===== src/rtl/keychain_pkg.sv =====
// keychain_pkg: shared types and constants for the key assembler.
//   state_t        - sequencer state encoding (also exported on the debug port)
//   CHARSET_SIZE   - number of printable symbols (0-9, A-Z, a-z)
//   ASCII_*        - ASCII bases for each symbol group and the invalid marker
//   reject_limit() - smallest byte value that would bias a modulo reduction
package keychain_pkg;

  typedef enum logic [2:0] {
    ST_IDLE       = 3'd0,
    ST_FETCH      = 3'd1,
    ST_ISSUE      = 3'd2,
    ST_WAIT_BUSY  = 3'd3,
    ST_WAIT_VALID = 3'd4,
    ST_WRITE      = 3'd5,
    ST_DONE       = 3'd6
  } state_t;

  localparam logic [7:0] CHARSET_SIZE     = 8'd62;
  localparam logic [7:0] DIGIT_COUNT      = 8'd10;
  localparam logic [7:0] UPPER_END        = 8'd36;
  localparam logic [7:0] ASCII_DIGIT_BASE = 8'h30;
  localparam logic [7:0] ASCII_UPPER_BASE = 8'h41;
  localparam logic [7:0] ASCII_LOWER_BASE = 8'h61;
  localparam logic [7:0] ASCII_INVALID    = 8'h3F;

  // Bytes at or above this value fall in the incomplete last "wrap" of the
  // modulus and would over-represent the low remainders. Nine bits because
  // a divisor of 256's factors yields 256 (nothing rejected).
  function automatic logic [8:0] reject_limit(input int unsigned modulus);
    return 9'(256 - (256 % modulus));
  endfunction

endpackage


===== src/rtl/key_assembler_char_map.sv =====
// char_map: combinational remainder-to-ASCII mapping.
//   rem_in   [7:0] - remainder from the modulus stage
//   char_out [7:0] - 0..9 -> '0'..'9', 10..35 -> 'A'..'Z',
//                    36..61 -> 'a'..'z', anything else -> '?'
module char_map
  import keychain_pkg::*;
(
  input  logic [7:0] rem_in,
  output logic [7:0] char_out
);

  always_comb begin
    char_out = ASCII_INVALID;
    if (rem_in < DIGIT_COUNT) begin
      char_out = ASCII_DIGIT_BASE + rem_in;
    end else if (rem_in < UPPER_END) begin
      char_out = ASCII_UPPER_BASE + (rem_in - DIGIT_COUNT);
    end else if (rem_in < CHARSET_SIZE) begin
      char_out = ASCII_LOWER_BASE + (rem_in - UPPER_END);
    end
  end

endmodule


===== src/rtl/key_assembler.sv =====
// key_assembler: builds a printable key one character at a time around an
// external 8-bit modulus stage.
//   clk_in, rst_n_in          - clock (rising edge), async active-low reset
//   start_in                  - begin a new key (only honoured in IDLE)
//   rand_valid_in/data_in     - RNG byte stream; rand_ready_out accepts it
//   mod_ready_out             - one-cycle start pulse to the modulus stage
//   mod_value_out             - dividend, held from ISSUE until capture
//   mod_modulus_out           - constant divisor MOD_VALUE
//   mod_busy_in/valid_in/result_in - modulus stage status and remainder
//   char_out/char_idx_out/char_we_out - indexed write into the key buffer
//   key_done_out              - one-cycle pulse after the last write
//   busy_out                  - high whenever not IDLE
//   state_dbg_out             - current sequencer state
// Build option: KEY_ASSEMBLER_REJECT_EN discards RNG bytes at or above the
// modulo-bias limit while in FETCH (they are accepted but never issued).
//
// Handshakes: a byte transfers on a rising edge where rand_valid_in and
// rand_ready_out are both high; the modulus stage is started by the single
// mod_ready_out pulse and reports completion with a one-cycle mod_valid_in.
module key_assembler
  import keychain_pkg::*;
#(
  parameter int KEY_LEN   = 16,
  parameter int MOD_VALUE = 62
) (
  input  logic                           clk_in,
  input  logic                           rst_n_in,
  input  logic                           start_in,
  input  logic                           rand_valid_in,
  input  logic [7:0]                     rand_data_in,
  output logic                           rand_ready_out,
  output logic                           mod_ready_out,
  output logic [7:0]                     mod_value_out,
  output logic [7:0]                     mod_modulus_out,
  input  logic                           mod_busy_in,
  input  logic                           mod_valid_in,
  input  logic [7:0]                     mod_result_in,
  output logic [7:0]                     char_out,
  output logic [$clog2(KEY_LEN+1)-1:0]   char_idx_out,
  output logic                           char_we_out,
  output logic                           key_done_out,
  output logic                           busy_out,
  output logic [2:0]                     state_dbg_out
);

  localparam int IDX_W = $clog2(KEY_LEN + 1);

  state_t             state_q, state_d;
  logic [IDX_W-1:0]   idx_q;
  logic [7:0]         mod_value_q;
  logic [7:0]         char_q;
  logic [7:0]         mapped_char;
  logic               byte_ok;
  logic               last_char;
  logic               load_byte, load_char, clr_idx, inc_idx;
  logic               rand_ready_c, mod_ready_c, char_we_c, key_done_c;

  char_map u_char_map (
    .rem_in   (mod_result_in),
    .char_out (mapped_char)
  );

`ifdef KEY_ASSEMBLER_REJECT_EN
  localparam logic [8:0] REJECT_LIMIT = reject_limit(MOD_VALUE);
  assign byte_ok = ({1'b0, rand_data_in} < REJECT_LIMIT);
`else
  assign byte_ok = 1'b1;
`endif

  assign last_char = (idx_q == IDX_W'(KEY_LEN - 1));

  always_ff @(posedge clk_in or negedge rst_n_in) begin
    if (!rst_n_in) begin
      state_q <= ST_IDLE;
    end else begin
      state_q <= state_d;
    end
  end

  always_comb begin
    state_d      = state_q;
    rand_ready_c = 1'b0;
    mod_ready_c  = 1'b0;
    char_we_c    = 1'b0;
    key_done_c   = 1'b0;
    load_byte    = 1'b0;
    load_char    = 1'b0;
    clr_idx      = 1'b0;
    inc_idx      = 1'b0;
    case (state_q)
      ST_IDLE: begin
        if (start_in) begin
          clr_idx = 1'b1;
          state_d = ST_FETCH;
        end
      end
      ST_FETCH: begin
        rand_ready_c = 1'b1;
        // A rejected byte is still consumed; we simply wait for the next one.
        if (rand_valid_in && byte_ok) begin
          load_byte = 1'b1;
          state_d   = ST_ISSUE;
        end
      end
      ST_ISSUE: begin
        mod_ready_c = 1'b1;
        state_d     = ST_WAIT_BUSY;
      end
      ST_WAIT_BUSY: begin
        if (mod_busy_in) begin
          state_d = ST_WAIT_VALID;
        end
      end
      ST_WAIT_VALID: begin
        if (mod_valid_in) begin
          load_char = 1'b1;
          state_d   = ST_WRITE;
        end
      end
      ST_WRITE: begin
        char_we_c = 1'b1;
        inc_idx   = 1'b1;
        state_d   = last_char ? ST_DONE : ST_FETCH;
      end
      ST_DONE: begin
        key_done_c = 1'b1;
        clr_idx    = 1'b1;
        state_d    = ST_IDLE;
      end
      default: begin
        state_d = ST_IDLE;
      end
    endcase
  end

  // mod_value_q only changes in FETCH, so it stays stable while the modulus
  // stage samples it at the end of its compute window.
  always_ff @(posedge clk_in or negedge rst_n_in) begin
    if (!rst_n_in) begin
      idx_q       <= '0;
      mod_value_q <= '0;
      char_q      <= '0;
    end else begin
      if (clr_idx) begin
        idx_q <= '0;
      end else if (inc_idx) begin
        idx_q <= idx_q + IDX_W'(1);
      end
      if (load_byte) begin
        mod_value_q <= rand_data_in;
      end
      if (load_char) begin
        char_q <= mapped_char;
      end
    end
  end

  assign rand_ready_out  = rand_ready_c;
  assign mod_ready_out   = mod_ready_c;
  assign mod_value_out   = mod_value_q;
  assign mod_modulus_out = 8'(MOD_VALUE);
  assign char_out        = char_q;
  assign char_idx_out    = idx_q;
  assign char_we_out     = char_we_c;
  assign key_done_out    = key_done_c;
  assign busy_out        = (state_q != ST_IDLE);
  assign state_dbg_out   = state_q;

endmodule

===== config.mk =====
export PLATFORM = sky130hd
export DESIGN_NAME = key_assembler
export DESIGN_NICKNAME = d
export VERILOG_FILES = /design/src/rtl/keychain_pkg.sv /design/src/rtl/key_assembler_char_map.sv /design/src/rtl/key_assembler.sv
export SDC_FILE = /design/constraint.sdc
export NUM_CORES = 1
export LEC_CHECK = 0
export CORE_UTILIZATION = 40
export CTS_CLUSTER_DIAMETER = 80
export DETAILED_ROUTE_END_ITERATION = 8
export PLACE_DENSITY = 0.77
export SLEW_MARGIN = 20
export SYNTH_ARGS = -nofsm -noshare
export SYNTH_HDL_FRONTEND = slang
export SYNTH_SLANG_ARGS = --single-unit

===== constraint.sdc =====
create_clock -name clk_in -period 2 [get_ports clk_in]
set_clock_uncertainty 0.05 [all_clocks]
set_input_delay 0.6 -clock clk_in [delete_from_list [all_inputs] [get_ports clk_in]]
set_output_delay 0.6 -clock clk_in [all_outputs]
set_load 0.005 [all_outputs]

# Yosys cells after proc, flatten, opt, wreduce, memory -nomap -nowiden
# Cells that the tools add are included.
# word_totals
reg_bits,24
in_bits,22
# classes
addsub,6
n_lt_le_gt_ge,3
n_eq_ne,11
mux,21
n_reduce_logical,4
# op_table
cell,n
$mux 8,3
$pmux 3 s6,1
$add 7x8->8 const A,2
$lt 8x6->1 const B,2
$mux 3,5
$mux 5,2
$eq 3x3->1 const B,3
$mux 1,9
$add 6x8->8 const A,1
$lt 8x4->1 const B,1
$ne 2x2->1 const B,4
$sub 8x4->8 const B,1
$sub 8x6->8 const B,1
$eq 3x2->1 const B,2
$add 5x1->5 const B,1
$eq 5x4->1 const B,1
$reduce_and 4->1,1
$eq 3x1->1 const B,1
$logic_not 3->1,1
$reduce_bool 3->1,1
$pmux 1 s2,1
$reduce_bool 2->1,1

# Depth between registers and ports, before layout
# logic_depth
word_depth,5
ltp_mapped,7
ltp_nobuf,7

# Hierarchy
# Synthesis repeated with hierarchy kept, for this count alone.
# unflattened
hier_cells,174
area_unflattened_um2,1704.1
# by_module_without_submodules
mod,instances,cells_per_inst,area_per_inst_um2,seq_area_each_um2
key_assembler,1,109,1202.4,600.6
char_map,1,65,501.7,0.0

# Least setup slack after synthesis
# OpenSTA, ideal clock, no wires.
# synth_timing
path_type,input to register
start,input mod_result_in[4]
end,register char_q[2] (netlist: char_out[2])
setup_ns,0.120
arrival_ns,1.740
t_required_ns,1.830
setup_slack_ns,0.090
stages,6
path_buffers,0
cell_sequence,ha_1 and4_1 nor2_4 nand3_1 a2111o_1 o211a_1
# synth_between
elab_chain_cells,4
elab_cells_between_ends,6
classes_between,order compare: 3; mux: 3
# synth_lines
item,line,text
start: declaration,key_assembler.sv:37,"input logic [7:0] mod_result_in,"
$lt 8x6->1,key_assembler_char_map.sv:18,end else if (rem_in < CHARSET_SIZE) begin
$mux 8,key_assembler_char_map.sv:18,
$mux 8,key_assembler_char_map.sv:16,end else if (rem_in < UPPER_END) begin
$mux 8 *,key_assembler_char_map.sv:14,if (rem_in < DIGIT_COUNT) begin
end signal: assignment,key_assembler.sv:153,char_q <= mapped_char;
end: declaration,key_assembler.sv:51,logic [7:0] char_q;
# Mark *: on every way between the ends. The rest lies on a longest branch, timed or not.
# A chain may end at the register's enable or synchronous reset.

# Worst setup path after layout
# layout_timing
start,register state_q[1] (netlist: state_dbg_out[1])
end,output busy_out
# layout_between
elab_chain_cells,1
# layout_lines
item,line,text
start: declaration,key_assembler.sv:48,"state_t state_q, state_d;"
start signal: assignment,key_assembler.sv:76,state_q <= state_d;
$reduce_bool 3->1,key_assembler.sv:166,assign busy_out = (state_q != ST_IDLE);
end: declaration,key_assembler.sv:42,"output logic busy_out,"
# No other way between the ends.

==> flow_summary.ini <==
[outcome]
status = completed

[sta]
setup_slack_ns = 0.0582
setup-violations-final = 0
post-route-period-util_pct = 97.1
drv_slew = 0
finalHoldViolations = 0
fmax_ghz = 0.515
setup_repair_after_global_routing_missed_its_margin = no
holdWs_ns = 0.444
post-route-min-period_ns = 1.94

[final_layout]
mostFrequentLayoutCell = sky130_fd_sc_hd__buf_4
final_net_count = 294
antenna_cells = 0
area.growth.synth_to_final_pct = 57.5
most-common-layout-cells = 40 x sky130_fd_sc_hd__buf_4, 35 x sky130_fd_sc_hd__clkdlybuf4s50_1, 22 x sky130_fd_sc_hd__dfrtp_1
post_route_cells_drive_above_1_share_pct = 28.8

[clock_tree]
cts_tree = built
ctsHtreeMaxLevel = 1
path_clk_slew_ns = 0.08
cts-root-to-sink-buffers = 2
cts.root.buffer_cell = sky130_fd_sc_hd__clkbuf_8
quantity_of_hold_fixing_buffers_added_after_cts = 0
numCtsBuffers = 3
clock-sinks = 24
worstSkewPairLatency_ns = 0.27

[floorplanning]
effective_utilization_at_floorplan_pct = 43.3
fp.dieArea_um2 = 4370
floorplan.io_pins = 59
core_area_um2 = 3800
die_width_um = 66.1
num_rows = 22
chipHeight_um = 66.1

[global_route]
initial_antenna_violation_count = 0
grtUsageMet2_pct = 37.2
global_route.usage.met3_pct = 3.10
grt.busiest_layer = met2
global_route.usage.total_pct = 21.8
met1_usage_pct = 28.8
number_of_global_route_vias_before_repair = 1616
grt_max_degree = 25
first_pass_grt_wire_length_um = 7360
grt_remaining_overflow = 0

[power_and_ir_drop]
max-vdd-ir-drop_mv = 0.680
p_leak_uw = 0.00118
power-per-cell-area_nw_per_um2 = 1090

[synthesis]
synth.ff_latch_count = 24
synth_ff_type = sky130_fd_sc_hd__dfrtp_1
yosys_synthesis_warning_count = 0
synthesis.area_um2 = 1640
synth_sequential_area_ratio_pct = 36.5
ys_types = 55
netlist_instances = 177
postSynthAreaPerCell_um2 = 9.29
synth_enable_flop_cells = 0
async_flop_share_pct = 100

[place]
port-buffer-count = 50
preCtsSetupSlack_ns = -0.465
place_hpwl_um = 3280
gp_congestion = 0.851

[route]
drt.antenna.violating_nets = 0
detail_route.drc_violations = 0
drt-vias-per-instance = 5.36
dr_total_vias = 1672
totalWireLength_um = 4440
detailedRoute.firstPassIterationCount = 4
drt_iter0_markers = 75
detail_route.wl_per_cell_um = 14.2

[critical_path]
critical_path.max_fanout = 5
startpoint_of_the_worst_slack_reg_to_reg_timing_path = char_idx_out[0]
worstSetupEndpointType = output pin
cp_data_arrival_time_ns = 1.29
worstSetupStartpoint = state_dbg_out[1]
worstPathRequired_ns = 1.35
criticalPathCategory = flip-flop to output pin
timing.reg2reg.worst_path_depth = 5
worstSetupStartpointType = flip-flop

[hold_path]
number_of_cells_on_the_worst_hold_path = 1
hp-start = mod_value_out[4]
min_path_type = flip-flop to flip-flop

[run]
drv_cap = 0
-- synth_stat cells, drive strengths merged, types with 5 or more instances --
master  number  share of area (%)
o21ai        7                2.4
mux2         8                5.5
nand3        8                2.4
buf         13                6.0
a21oi       14                4.5
ha           7                5.3
nor3         5                2.2
nor2        14                3.7
inv          8                1.8
nand2        7                1.8
and3         6                2.3
dfrtp       24                 37
-- critical path, stage by stage, from the launching register on --
cell,delay [ns]
sky130_fd_sc_hd__dfrtp_2,0.46
sky130_fd_sc_hd__buf_6,0.14
sky130_fd_sc_hd__or3_1,0.29
sky130_fd_sc_hd__buf_2,0.14
-- report_power, final --
part | internal, µW | total (µW) | switching (µW)
registers | 696 | 860 | 165
clock network | 268 | 425 | 157
logic | 928 | 1530 | 601
total | 1890 | 2810 | 923
-- kinds of logic after synthesis --
group                    Yosys count  synth area share (%)
multiplexers                      10                  6.70
flip-flops                        24                  36.5
adder cells (fa/ha/maj)            7                  5.33
AO/OA/AOI/OAI                     51                  22.1
XOR/XNOR                           3                  1.60
other                              2                 0.457
buffers and inverters             25                  8.83
AND/OR/NAND/NOR                   55                  18.5
-- path summary, 6_finish.rpt --
path | end | slack, ns
max in group asynchronous | state_dbg_out[0] | 1.00
max | busy_out | 0.06
min in group asynchronous | mod_value_out[6] | 0.64
max reg2reg | char_idx_out[4] | 0.25
min reg2reg | mod_value_out[4] | 0.44
min | mod_value_out[4] | 0.44
-- final cells by class --
class	instances	area (µm²)
Sequential cell	24	603
Inverter	8	30.0
Timing Repair Buffer	94	840
Fill cell	310	1210
Multi-Input combinational cell	134	986
Clock buffer	3	41.3
Tap cell	48	60.1
Clock inverter	1	30.0
-- sequential cells by signal (all words and copies together) (netlist names) --
signal / flops
char_idx_out: 5
mod_value_out: 8
char_out: 8
state_dbg_out: 3
-- stage by stage --
stage               instance area [µm²]  instances  power (µW)  setup TNS, ns  utilization (%)
global placement                   2430        305        2280          -2.48             64.0
floorplan                          1670        183        1480              0                -
detailed placement                 2430        305        2320          -2.68             64.0
finish                             2590        312        2810              0             68.2
global route                       2590        312        3020              0             68.2
CTS                                2580        313        2810              0             67.9
-- layer usage --
| metal | vias to the layer above | routed length [µm] |
|---|---|---|
| met5 | - | 0 |
| li1 | 810 | - |
| met3 | 4 | 198 |
| met1 | 807 | 2000 |
| met4 | 0 | 40 |
| met2 | 51 | 2200 |
-- timing repair --
item / in CTS / in global routing
buffers inserted: 4 / 0
setup endpoints to repair: 14 / 8
pin swaps: 2 / 0
gates resized for setup: 30 / 9
Note: power is estimated with default switching activity, not from simulation.
